--- src/rtl/lcd_bus_arbiter.sv ---
// HD44780 LCD port arbiter: per-string locking among NREQ writers plus LCD write timing.
// Round-robin by default; define LCD_ARB_FIXED_PRIO_EN for fixed priority (lowest index wins).
module lcd_bus_arbiter #(
    parameter int NREQ    = 2,
    parameter int T_SETUP = 2,
    parameter int T_EPW   = 12,
    parameter int T_HOLD  = 2,
    parameter int T_EXEC  = 1000,
    parameter int T_CLEAR = 41000
) (
    input  logic              clk2,
    input  logic              rst,
    input  logic [NREQ-1:0]   req,
    input  logic [8*NREQ-1:0] req_data,
    input  logic [NREQ-1:0]   req_rs,
    input  logic [NREQ-1:0]   req_last,
    output logic [NREQ-1:0]   ack,
    output logic [NREQ-1:0]   grant,
    output logic              busy,
    output logic [7:0]        lcd_db,
    output logic              lcd_rs,
    output logic              lcd_rw,
    output logic              lcd_e
);
    localparam int IW = (NREQ > 1) ? $clog2(NREQ) : 1;

    typedef enum logic [2:0] {IDLE, SETUP, EPULSE, HOLD, WAIT} state_t;

    state_t          state_q;
    logic [15:0]     cnt_q;
    logic [NREQ-1:0] ack_q;
    logic [NREQ-1:0] grant_q;
    logic [7:0]      db_q;
    logic            rs_q;
    logic            e_q;
    logic            last_q;
`ifndef LCD_ARB_FIXED_PRIO_EN
    logic [IW-1:0]   rr_ptr_q;
    logic [IW-1:0]   rr_ptr_d;
    logic [IW-1:0]   scan_idx;
`endif

    logic [NREQ-1:0] cand;
    logic [NREQ-1:0] win_oh;
    logic [IW-1:0]   win_idx;
    logic            win_vld;
    logic            is_clear;

    // NOTE: every signal of this block gets a default first so no latch is inferred.
    always_comb begin
        // A locked owner that still requests is the only candidate; otherwise the lock lapses.
        cand    = ((req & grant_q) != '0) ? (req & grant_q) : req;
        win_vld = 1'b0;
        win_idx = '0;
`ifdef LCD_ARB_FIXED_PRIO_EN
        for (int k = NREQ - 1; k >= 0; k--) begin
            if (cand[k]) begin
                win_vld = 1'b1;
                win_idx = IW'(k);
            end
        end
`else
        scan_idx = '0;
        // Walk downward so the candidate nearest rr_ptr_q is assigned last and wins.
        for (int k = NREQ - 1; k >= 0; k--) begin
            scan_idx = IW'((int'(rr_ptr_q) + k) % NREQ);
            if (cand[scan_idx]) begin
                win_vld = 1'b1;
                win_idx = scan_idx;
            end
        end
        rr_ptr_d = (win_idx == IW'(NREQ - 1)) ? '0 : win_idx + 1'b1;
`endif
        win_oh   = NREQ'(1) << win_idx;
        is_clear = !rs_q && (db_q == 8'h01 || db_q == 8'h02 || db_q == 8'h03);
    end

    // NOTE: all state and registered outputs update with non-blocking assignments only.
    always_ff @(posedge clk2) begin
        if (rst) begin
            state_q  <= IDLE;
            cnt_q    <= '0;
            ack_q    <= '0;
            grant_q  <= '0;
            db_q     <= '0;
            rs_q     <= 1'b0;
            e_q      <= 1'b0;
            last_q   <= 1'b0;
`ifndef LCD_ARB_FIXED_PRIO_EN
            rr_ptr_q <= '0;
`endif
        end else begin
            ack_q <= '0;
            if (state_q != IDLE) cnt_q <= cnt_q - 16'd1;
            case (state_q)
                IDLE: begin
                    if (win_vld) begin
                        ack_q    <= win_oh;
                        grant_q  <= win_oh;
                        db_q     <= req_data[{win_idx, 3'b000} +: 8];
                        rs_q     <= req_rs[win_idx];
                        last_q   <= req_last[win_idx];
                        cnt_q    <= 16'(T_SETUP);
                        state_q  <= SETUP;
`ifndef LCD_ARB_FIXED_PRIO_EN
                        rr_ptr_q <= rr_ptr_d;
`endif
                    end else begin
                        grant_q <= '0;
                    end
                end
                SETUP: if (cnt_q == 16'd1) begin
                    state_q <= EPULSE;
                    cnt_q   <= 16'(T_EPW);
                    e_q     <= 1'b1;
                end
                EPULSE: if (cnt_q == 16'd1) begin
                    state_q <= HOLD;
                    cnt_q   <= 16'(T_HOLD);
                    e_q     <= 1'b0;
                end
                HOLD: if (cnt_q == 16'd1) begin
                    state_q <= WAIT;
                    cnt_q   <= is_clear ? 16'(T_CLEAR) : 16'(T_EXEC);
                end
                WAIT: if (cnt_q == 16'd1) begin
                    state_q <= IDLE;
                    if (last_q) grant_q <= '0;
                end
                default: state_q <= IDLE;
            endcase
        end
    end

    assign ack    = ack_q;
    assign grant  = grant_q;
    assign busy   = (state_q != IDLE);
    assign lcd_db = db_q;
    assign lcd_rs = rs_q;
    assign lcd_rw = 1'b0;
    assign lcd_e  = e_q;

endmodule

--- config.mk ---
export PLATFORM = sky130hd
export DESIGN_NAME = lcd_bus_arbiter
export DESIGN_NICKNAME = d
export VERILOG_FILES = /design/src/rtl/lcd_bus_arbiter.sv
export SDC_FILE = /design/constraint.sdc
export NUM_CORES = 1
export LEC_CHECK = 0
export ABC_AREA = 1
export CAP_MARGIN = 10
export CORE_MARGIN = 10
export CORE_UTILIZATION = 55
export DETAILED_ROUTE_END_ITERATION = 7
export GPL_ROUTABILITY_DRIVEN = 0
export PLACE_DENSITY = 0.92
export SYNTH_ARGS = -nofsm -noshare
export SYNTH_HDL_FRONTEND = slang
export SYNTH_SLANG_ARGS = --single-unit
--- constraint.sdc ---
create_clock -name clk2 -period 2.9 [get_ports clk2]
set_input_delay 0.435 -clock clk2 [delete_from_list [all_inputs] [get_ports clk2]]
set_output_delay 0.435 -clock clk2 [all_outputs]
set_load 0.05 [all_outputs]
-- Word level (Yosys, flattened, before mapping)
Cells that the tools add are included.
- add/subtract/negate cells: 3
- $lt $le $gt $ge: 3
- equality and inequality tests: 14
- shift-type cells: 2
- multiplexer cells: 34
- bitwise gates (word level): 2
- reductions and logical operators: 14
- operators by type and width (operator ; count):
    16-bit two-way mux ; 6
    16-bit case mux with 4 select lines ; 1
    16-bit by 1-bit == test with 1-bit output (second input constant) ; 1
    8-bit by 2-bit == test with 1-bit output (second input constant) ; 2
    16-bit by 5-bit variable part select with 8-bit output ; 1
    16-bit by 1-bit subtractor with 16-bit output (second input constant) ; 1
    1-bit two-way mux ; 15
    3-bit two-way mux ; 5
    3-bit case mux with 5 select lines ; 1
    2-bit != test (second input constant) ; 6
    8-bit by 1-bit == test with 1-bit output (second input constant) ; 1
    2-bit two-way mux ; 4
    3-bit by 2-bit == test with 1-bit output (second input constant) ; 2
    1-bit by 2-bit < comparator with 1-bit output (second input constant) ; 3
    3-bit AND reduction ; 2
    2-bit nonzero test ; 3
    5-bit AND reduction ; 1
    2-bit case mux with 2 select lines ; 1
    3-bit by 1-bit == test with 1-bit output (second input constant) ; 1
    3-bit == test (second input constant) ; 1
    3-bit logical NOT ; 1
    3-bit nonzero test ; 1
    1-bit adder (second input constant) ; 2
    2-bit bitwise AND ; 1
    other kinds (8) ; 9
- register bits: 35
- input bits: 24
- output and inout port bits: 16
- word-level logic and storage cells: 81

-- Longest topological paths before layout
Gate-level depths: netlist (run 1).
- depth after elaboration: 10
- gate-level depth with buffers: 11
- depth with buffers taken out: 11

-- Least setup slack after synthesis (run 1)
Ideal clock, no wire load.
- path type: flip-flop to flip-flop
- from: register grant_q[0], in the netlist grant[0]
- to: register last_q
- setup time: 0.109 ns
- arrival time: 1.582 ns
- required time: 2.791 ns
- path slack: 1.209 ns
- cell stages (with the launch flop): 10
- path buffers: 1
- period minus slack after synthesis: 1.691 ns
- path through: dfxtp_1 > o21ai_2 > or2_2 > nand2_1 > inv_1 > buf_2 > nand2_1 > nand3_1 > nand2_1 > inv_1
- word-level cells in the longest chain between the ends: 9
- elaborated cells on any way between the ends: 14
- classes of those cells: 11 x mux; 1 x bitwise; 2 x reduce/logical
- RTL lines (what ; line ; source):
    from (decl) ; 32 ; logic [NREQ-1:0] grant_q;
    from (signal assigned) ; 99 ; grant_q <= win_oh;
    2-bit bitwise AND * ; 52 ; cand = ((req & grant_q) != '0) ? (req & grant_q) : req;
    2-bit nonzero test ; 52 ;
    2-bit two-way mux * ; 52 ;
    1-bit two-way mux (implied by the code) (2 in series) ; 67 ; if (cand[scan_idx]) begin
    1-bit two-way mux (2 in series) ; 67 ;
    1-bit two-way mux (implied by the code) (2 in series) ; 102 ; last_q <= req_last[win_idx];
    to (signal assigned) ; 102 ;
    to (decl) ; 36 ; logic last_q;
Every way passes the cells marked *; elsewhere a longest branch is shown, timed or not. The select of a mux whose other input is x is not followed.
A chain may end at the register's enable or synchronous reset.

-- Final worst setup path (run 1)
- from: register state_q[2]
- to: output busy
- word-level cells in the longest chain between the ends: 1
- RTL lines (what ; line ; source):
    from (decl) ; 29 ; state_t state_q;
    from (signal assigned) ; 81 ; state_q <= IDLE;
    from (signal assigned) ; 104 ; state_q <= SETUP;
    from (signal assigned) ; 113 ; state_q <= EPULSE;
    3-bit nonzero test ; 137 ; assign busy = (state_q != IDLE);
    to (decl) ; 19 ; output logic busy,
Every way passes these cells.

==> results of run 1 <==
routing by layer:
layer | routed length, µm | global-route usage, % | part of all wire, % | up-vias
met5 | 0 | 0 | 0 | -
met4 | 217 | 6.85 | 3.6 | 0
met3 | 636 | 7.13 | 11 | 26
met2 | 2830 | 30.5 | 48 | 113
met1 | 2270 | 16.9 | 38 | 1063
li1 | - | - | - | 1212
flip-flops by register name (all words and copies together) (netlist names):
register / flops
state_q: 3
rr_ptr_q: 1
lcd_db: 8
ack: 2
lcd_e: 1
grant: 2
lcd_rs: 1
last_q: 1
cnt_q: 16
worst min-delay path: cells and delay by family, from the launching register on:
family	cells	cell delay [ns]
and+or+nand+nor	1	0.06
DFF	1	0.31
AOI/OAI and AO/OA	1	0.06
logic make-up after synthesis:
group	count (synthesis)	share of synthesized area [%]
AOI/OAI and AO/OA	40	9.65
xor gates and xnor gates	5	1.95
adders and majority gates	2	1.12
buffers and inverters	54	10.3
DFF	35	31.2
other	1	0.167
and+or+nand+nor	219	45.6
power groups by stage:
stage / Sequential, W / Clock, W / Combinational [W]
2_1_floorplan: 0.00110 / 0 / 0.00172
3_3_place_gp: 0.000872 / 0 / 0.00247
3_5_place_dp: 0.000880 / 0 / 0.00253
4_1_cts: 0.000869 / 0.000396 / 0.00256
5_1_grt: 0.000904 / 0.000416 / 0.00285
6_report: 0.000873 / 0.000393 / 0.00257
layout make-up:
class / count / area (µm²) / area share, %
clock buffer: 8 / 100 / 3.64
inverter: 46 / 185 / 6.74
multi-input combinational: 267 / 1310 / 47.7
sequential: 35 / 701 / 25.5
tap: 50 / 62.6 / 2.28
timing repair buffer: 39 / 388 / 14.1
through the flow:
step                      utilization, %  instance area (µm²)  setup WS [ns]  hold WS [ns]  power (W)
after CTS                           69.2                 2750          0.319         0.474    0.00382
after detailed placement            66.7                 2650          0.631         0.465    0.00341
after global placement              66.7                 2650          0.662         0.451    0.00334
after floorplan                        -                 2240           1.21         0.441    0.00282
after global routing                69.2                 2750          0.207         0.499    0.00417
final                               69.2                 2750          0.319         0.476    0.00383
layout by cell type (no fill, tap or decap), types with 2 or more instances in the layout:
master	n
nand3b_1	3
nand2_1	102
nor3_1	4
dfxtp_1	35
ha_1	2
clkdlybuf4s50_1	38
nor2_4	3
a21oi_1	21
nor2_1	44
clkbuf_8	7
xor2_1	4
nand4_1	7
nor2_2	5
inv_2	2
o21ai_0	11
nand3_1	40
nand2_2	3
o22ai_1	2
inv_1	42
worst paths after layout:
check	slack, ns	cells past startpoint	to	start
worst max-delay path	0.32	3	busy	state_q[2]
worst min-delay path	0.48	2	rr_ptr_q	rr_ptr_q
worst max register to register	0.99	9	cnt_q[8]	state_q[2]
worst min register to register	0.48	2	rr_ptr_q	rr_ptr_q
==> qor.yml, run 1 <==
placed_design:
  hpwl_um: 4580
  io_buffers: 38
  placedCellCount: 437
clock_tree:
  cts_hold_buf: 0
  h-tree-depth: 2
  cts_tree: "built"
  post_cts_resize_count: 0
  clock_path_buffers: 2
  clock-sinks: 35
  cts-root-buf: "clkbuf_8"
  numCtsBuffers: 5
  clk_latency_ns: 0.29
  post_cts_buffers: 0
  path_clk_slew_ns: 0.07
logic_synthesis:
  synth_cell_types: 39
  netlist_area_um2: 2240
  syn_nets: 382
  synthTopCellsByArea: "dfxtp_1, nand2_1, nand3_1"
  synthFlopType: "dfxtp_1"
  synth_top_area_share_pct: 31.2
  synth_cells: 356
  ys_seq_elements: 35
  synth_top_area_cell: "dfxtp_1"
  syn_area_per_cell_um2: 6.30
  synth.most_common_cell: "nand2_1"
  ys_seq_area_share_pct: 31.2
  ys_async_sr_fraction_pct: 0
  synth_edf_count: 0
  yosys-top-cells-count: "nand2_1, nor2_1, inv_1, nand3_1, dfxtp_1"
  yosysWarnings: 0
power_and_ir_drop:
  p_int_w: 0.00174
  pwr-share-seq_pct: 22.8
  clkPwrFrac_pct: 10.3
  powerDensity_nw_per_um2: 1390
  power.switching_w: 0.00209
  power_leakage_nw: 1.30
  max-vdd-ir-drop_mv: 0.828
  switching_share_pct: 54.6
  pwr-share-comb_pct: 67.0
timing:
  rsz0062_at_grt: "no"
  fin_skew_ns: 0.00321
  finalCritPeriodShare_pct: 89.0
  maxSlewViolCount: 0
  fmax_mhz: 387
  timing.slew.headroom_pct: 64.2
  finalSetupTns_ns: 0
  tightest_slew_ns: 0.536
  min_period_ns: 2.58
  finalSetupViolations: 0
  hold_viol: 0
critical_path:
  slowest_stage: "clkdlybuf4s50_1"
  crit_family: "buffers and inverters"
  criticalPathCategory: "reg -> out"
  path_max_fanout: 13
  required_ns: 2.47
  crit_buf_inv: 2
  max_stage_delay_ns: 0.82
  cp.arrival_ns: 2.15
  critPathLaunchType: "register"
  crit_chain: "inv_2, nand2_8, clkdlybuf4s50_1"
  end_kind: "output port"
die:
  io_pins: 40
  start_util_pct: 56.5
  die_x_um: 83.9
  fp.dieH_um: 83.9
  rows: 23
  core_um2: 3970
  fp.dieArea_um2: 7030
global_route:
  grt_max_degree: 23
  grt_pass1_vias: 2370
  grt_pass1_wl_um: 10300
  grt-ovfl-total: 0
  grt_antenna_before_repair: 0
  grt_usage_pct: 17.0
drt:
  wirelength_um: 5960
  drt_iter0_markers: 185
  routedWlPerCell_um: 13.4
  dr.pass1.iters: 6
  drc: 0
  drtAntennaViolNets: 0
  vias_per_cell: 5.42
  num_vias: 2414
final_layout:
  drive_gt1_share_pct: 7.85
  fin_nets: 420
  area_growth_pct: 22.5
  finalNonFillerCells: 445
  diodes: 0
  fillCellCount: 351
min_path:
  hold_class: "reg -> reg"
run:
  cap_viol_max_count: 0
status:
  status: "finished, final reports clean"
Power figures use the tool's default switching activity.
==> run 2: changes to the inputs <==
Settings changed: REMOVE_ABC_BUFFERS set to 1.
==> run 2 against run 1 <==
Net effect:
- critical path depth did not move
- fmax fell by 1.1%
- clock power fell by 11%
- design area fell by 0.32%
- via count rose by 0.95%
==> qor.yml, run 2 (synthesized netlist as in run 1, its figures left out) <==
clock_tree:
  cts_hold_buf: 0  # unchanged
  h-tree-depth: 2  # unchanged
  path_clk_slew_ns: 0.07  # about the same
  clock_path_buffers: 2  # unchanged
  clk_latency_ns: 0.29  # about the same
  cts_tree: "built"  # unchanged
  cts-root-buf: "clkbuf_8"  # unchanged
  numCtsBuffers: 5  # unchanged
  post_cts_buffers: 0  # unchanged
  post_cts_resize_count: 0  # unchanged
  clock-sinks: 35  # unchanged
die:
  fp.dieArea_um2: 7030  # unchanged
  io_pins: 40  # unchanged
  rows: 23  # unchanged
  core_um2: 3970  # unchanged
  start_util_pct: 56.5  # unchanged
  fp.dieH_um: 83.9  # unchanged
  die_x_um: 83.9  # unchanged
critical_path:
  criticalPathCategory: "reg -> out"  # unchanged
  critical_path.endpoint: "busy"  # unchanged
  reg2reg_from: "state_q[2]"  # unchanged
  reg2reg_depth: 9  # unchanged
  cp.arrival_ns: 2.17  # was 2.15 ns
  end_kind: "output port"  # unchanged
  path_max_fanout: 13  # unchanged
  crit_chain: "inv_2, nand2_8, clkdlybuf4s50_1"  # unchanged
  r2r_setup_slack_ns: 0.99  # about the same
  critPathLaunchType: "register"  # unchanged
  r2r-end: "cnt_q[10]"  # was cnt_q[8]
  required_ns: 2.47  # about the same
  crit_path_start: "state_q[2]"  # unchanged
  slowest_stage: "clkdlybuf4s50_1"  # unchanged
  max_stage_delay_ns: 0.83  # was 0.82 ns
power_and_ir_drop:
  max-vdd-ir-drop_mv: 0.901  # was 0.828 mV
  total_power_w: 0.00380  # was 0.00383 W
  power_leakage_nw: 1.30  # about the same
  powerDensity_nw_per_um2: 1390  # about the same
final_layout:
  area_growth_pct: 22.1  # was 22.5%
  drive_gt1_share_pct: 8.33  # was 7.85%
  layout_commonest_cell: "nand2_1"  # unchanged
  postLayoutCoreUtil_pct: 69.0  # was 69.2%
  largest_reg_flops: 16  # unchanged
  fin_nets: 421  # was 420
  top_register: "cnt_q"  # unchanged
  mostFrequentLayoutCells: "nand2_1, nor2_1, inv_1, nand3_1, clkdlybuf4s50_1"  # unchanged
  diodes: 0  # unchanged
global_route:
  grt_pass1_vias: 2302  # was 2370
  grt-ovfl-total: 0  # unchanged
  grt_max_degree: 17  # was 23
  grt_pass1_wl_um: 9920  # was 10300 µm
  grt_antenna_before_repair: 0  # unchanged
  grt_usage_pct: 16.6  # was 17.0%
drt:
  wirelength_um: 5980  # was 5960 µm
  drtAntennaViolNets: 0  # unchanged
  num_vias: 2437  # was 2414
  drc: 0  # unchanged
  routedWlPerCell_um: 13.4  # about the same
  dr.pass1.iters: 5  # was 6
  drt_iter0_markers: 235  # was 185
  vias_per_cell: 5.46  # was 5.42
placed_design:
  hpwl_um: 4590  # was 4580 µm
  io_buffers: 38  # unchanged
timing:
  finalCritPeriodShare_pct: 90.0  # was 89.0%
  whs_ns: 0.482  # was 0.476 ns
  min_period_ns: 2.61  # was 2.58 ns
  fin_skew_ns: 0.00356  # was 0.00321 ns
  finalSetupViolations: 0  # unchanged
  finalSetupTns_ns: 0  # unchanged
  timing.slew.headroom_pct: 63.6  # was 64.2%
  hold_viol: 0  # unchanged
  tightest_slew_ns: 0.545  # was 0.536 ns
  fmax_mhz: 383  # was 387 MHz
  maxSlewViolCount: 0  # unchanged
  rsz0062_at_grt: "no"  # unchanged
min_path:
  hold_class: "reg -> reg"  # unchanged
  min_from: "lcd_e"  # was rr_ptr_q
run:
  cap_viol_max_count: 0  # unchanged
status:
  status: "finished, final reports clean"  # unchanged
## run 2: cell count changes in the layout (fill, tap and decap cells not counted), sizes merged
cell    change
buf         +1
clkbuf      -3
clkinv      +3
## run 2: how the worst min path moves through the flow
| stage | end | slack [ns] | depth (start not counted) |
|---|---|---|---|
| after floorplan | rr_ptr_q | 0.43 | 2 |
| after CTS | lcd_e | 0.48 | 2 |
| after detailed placement | cnt_q[12] | 0.47 | 2 |
| final | lcd_e | 0.48 | 2 |
| after global routing | cnt_q[12] | 0.51 | 2 |
| after global placement | rr_ptr_q | 0.45 | 2 |
## run 2: metrics by stage
step                instances  worst slack, ns  instance area [µm²]
global route              446            0.186                 2740
finish                    446            0.290                 2740
global placement          438            0.654                 2660
floorplan                 348             1.04                 2200
detailed placement        438            0.627                 2660
CTS                       446            0.290                 2740
## run 2: area by class of cell
| type | instances | area (µm²) |
|---|---|---|
| Tap cell | 50 | 62.6 |
| Multi-Input combinational cell | 267 | 1310 |
| Inverter | 46 | 185 |
| Fill cell | 348 | 1230 |
| Clock buffer | 5 | 68.8 |
| Sequential cell | 35 | 701 |
| Clock inverter | 3 | 15.0 |
| Timing Repair Buffer | 40 | 395 |
## run 2: report_power, final
group          total (W)  switching [W]  internal, W
Clock           0.000348       0.000184     0.000164
Combinational    0.00257        0.00173     0.000846
Sequential      0.000878       0.000197     0.000681
Total            0.00380        0.00211      0.00169
## run 2: routing by layer
metal	track usage, %	vias to the layer above	part of all wire (%)
li1	-	1217	-
met1	17.3	1089	40
met2	28.6	111	47
met3	6.84	20	9.9
met4	7.15	0	2.9
met5	0	-	0
## run 2: worst max-delay path, delay by kind of cell (launching register included)
kind,cells,cell delay (ns)
DFF,1,0.65
buffers and inverters,2,1.05
and+or+nand+nor,1,0.18
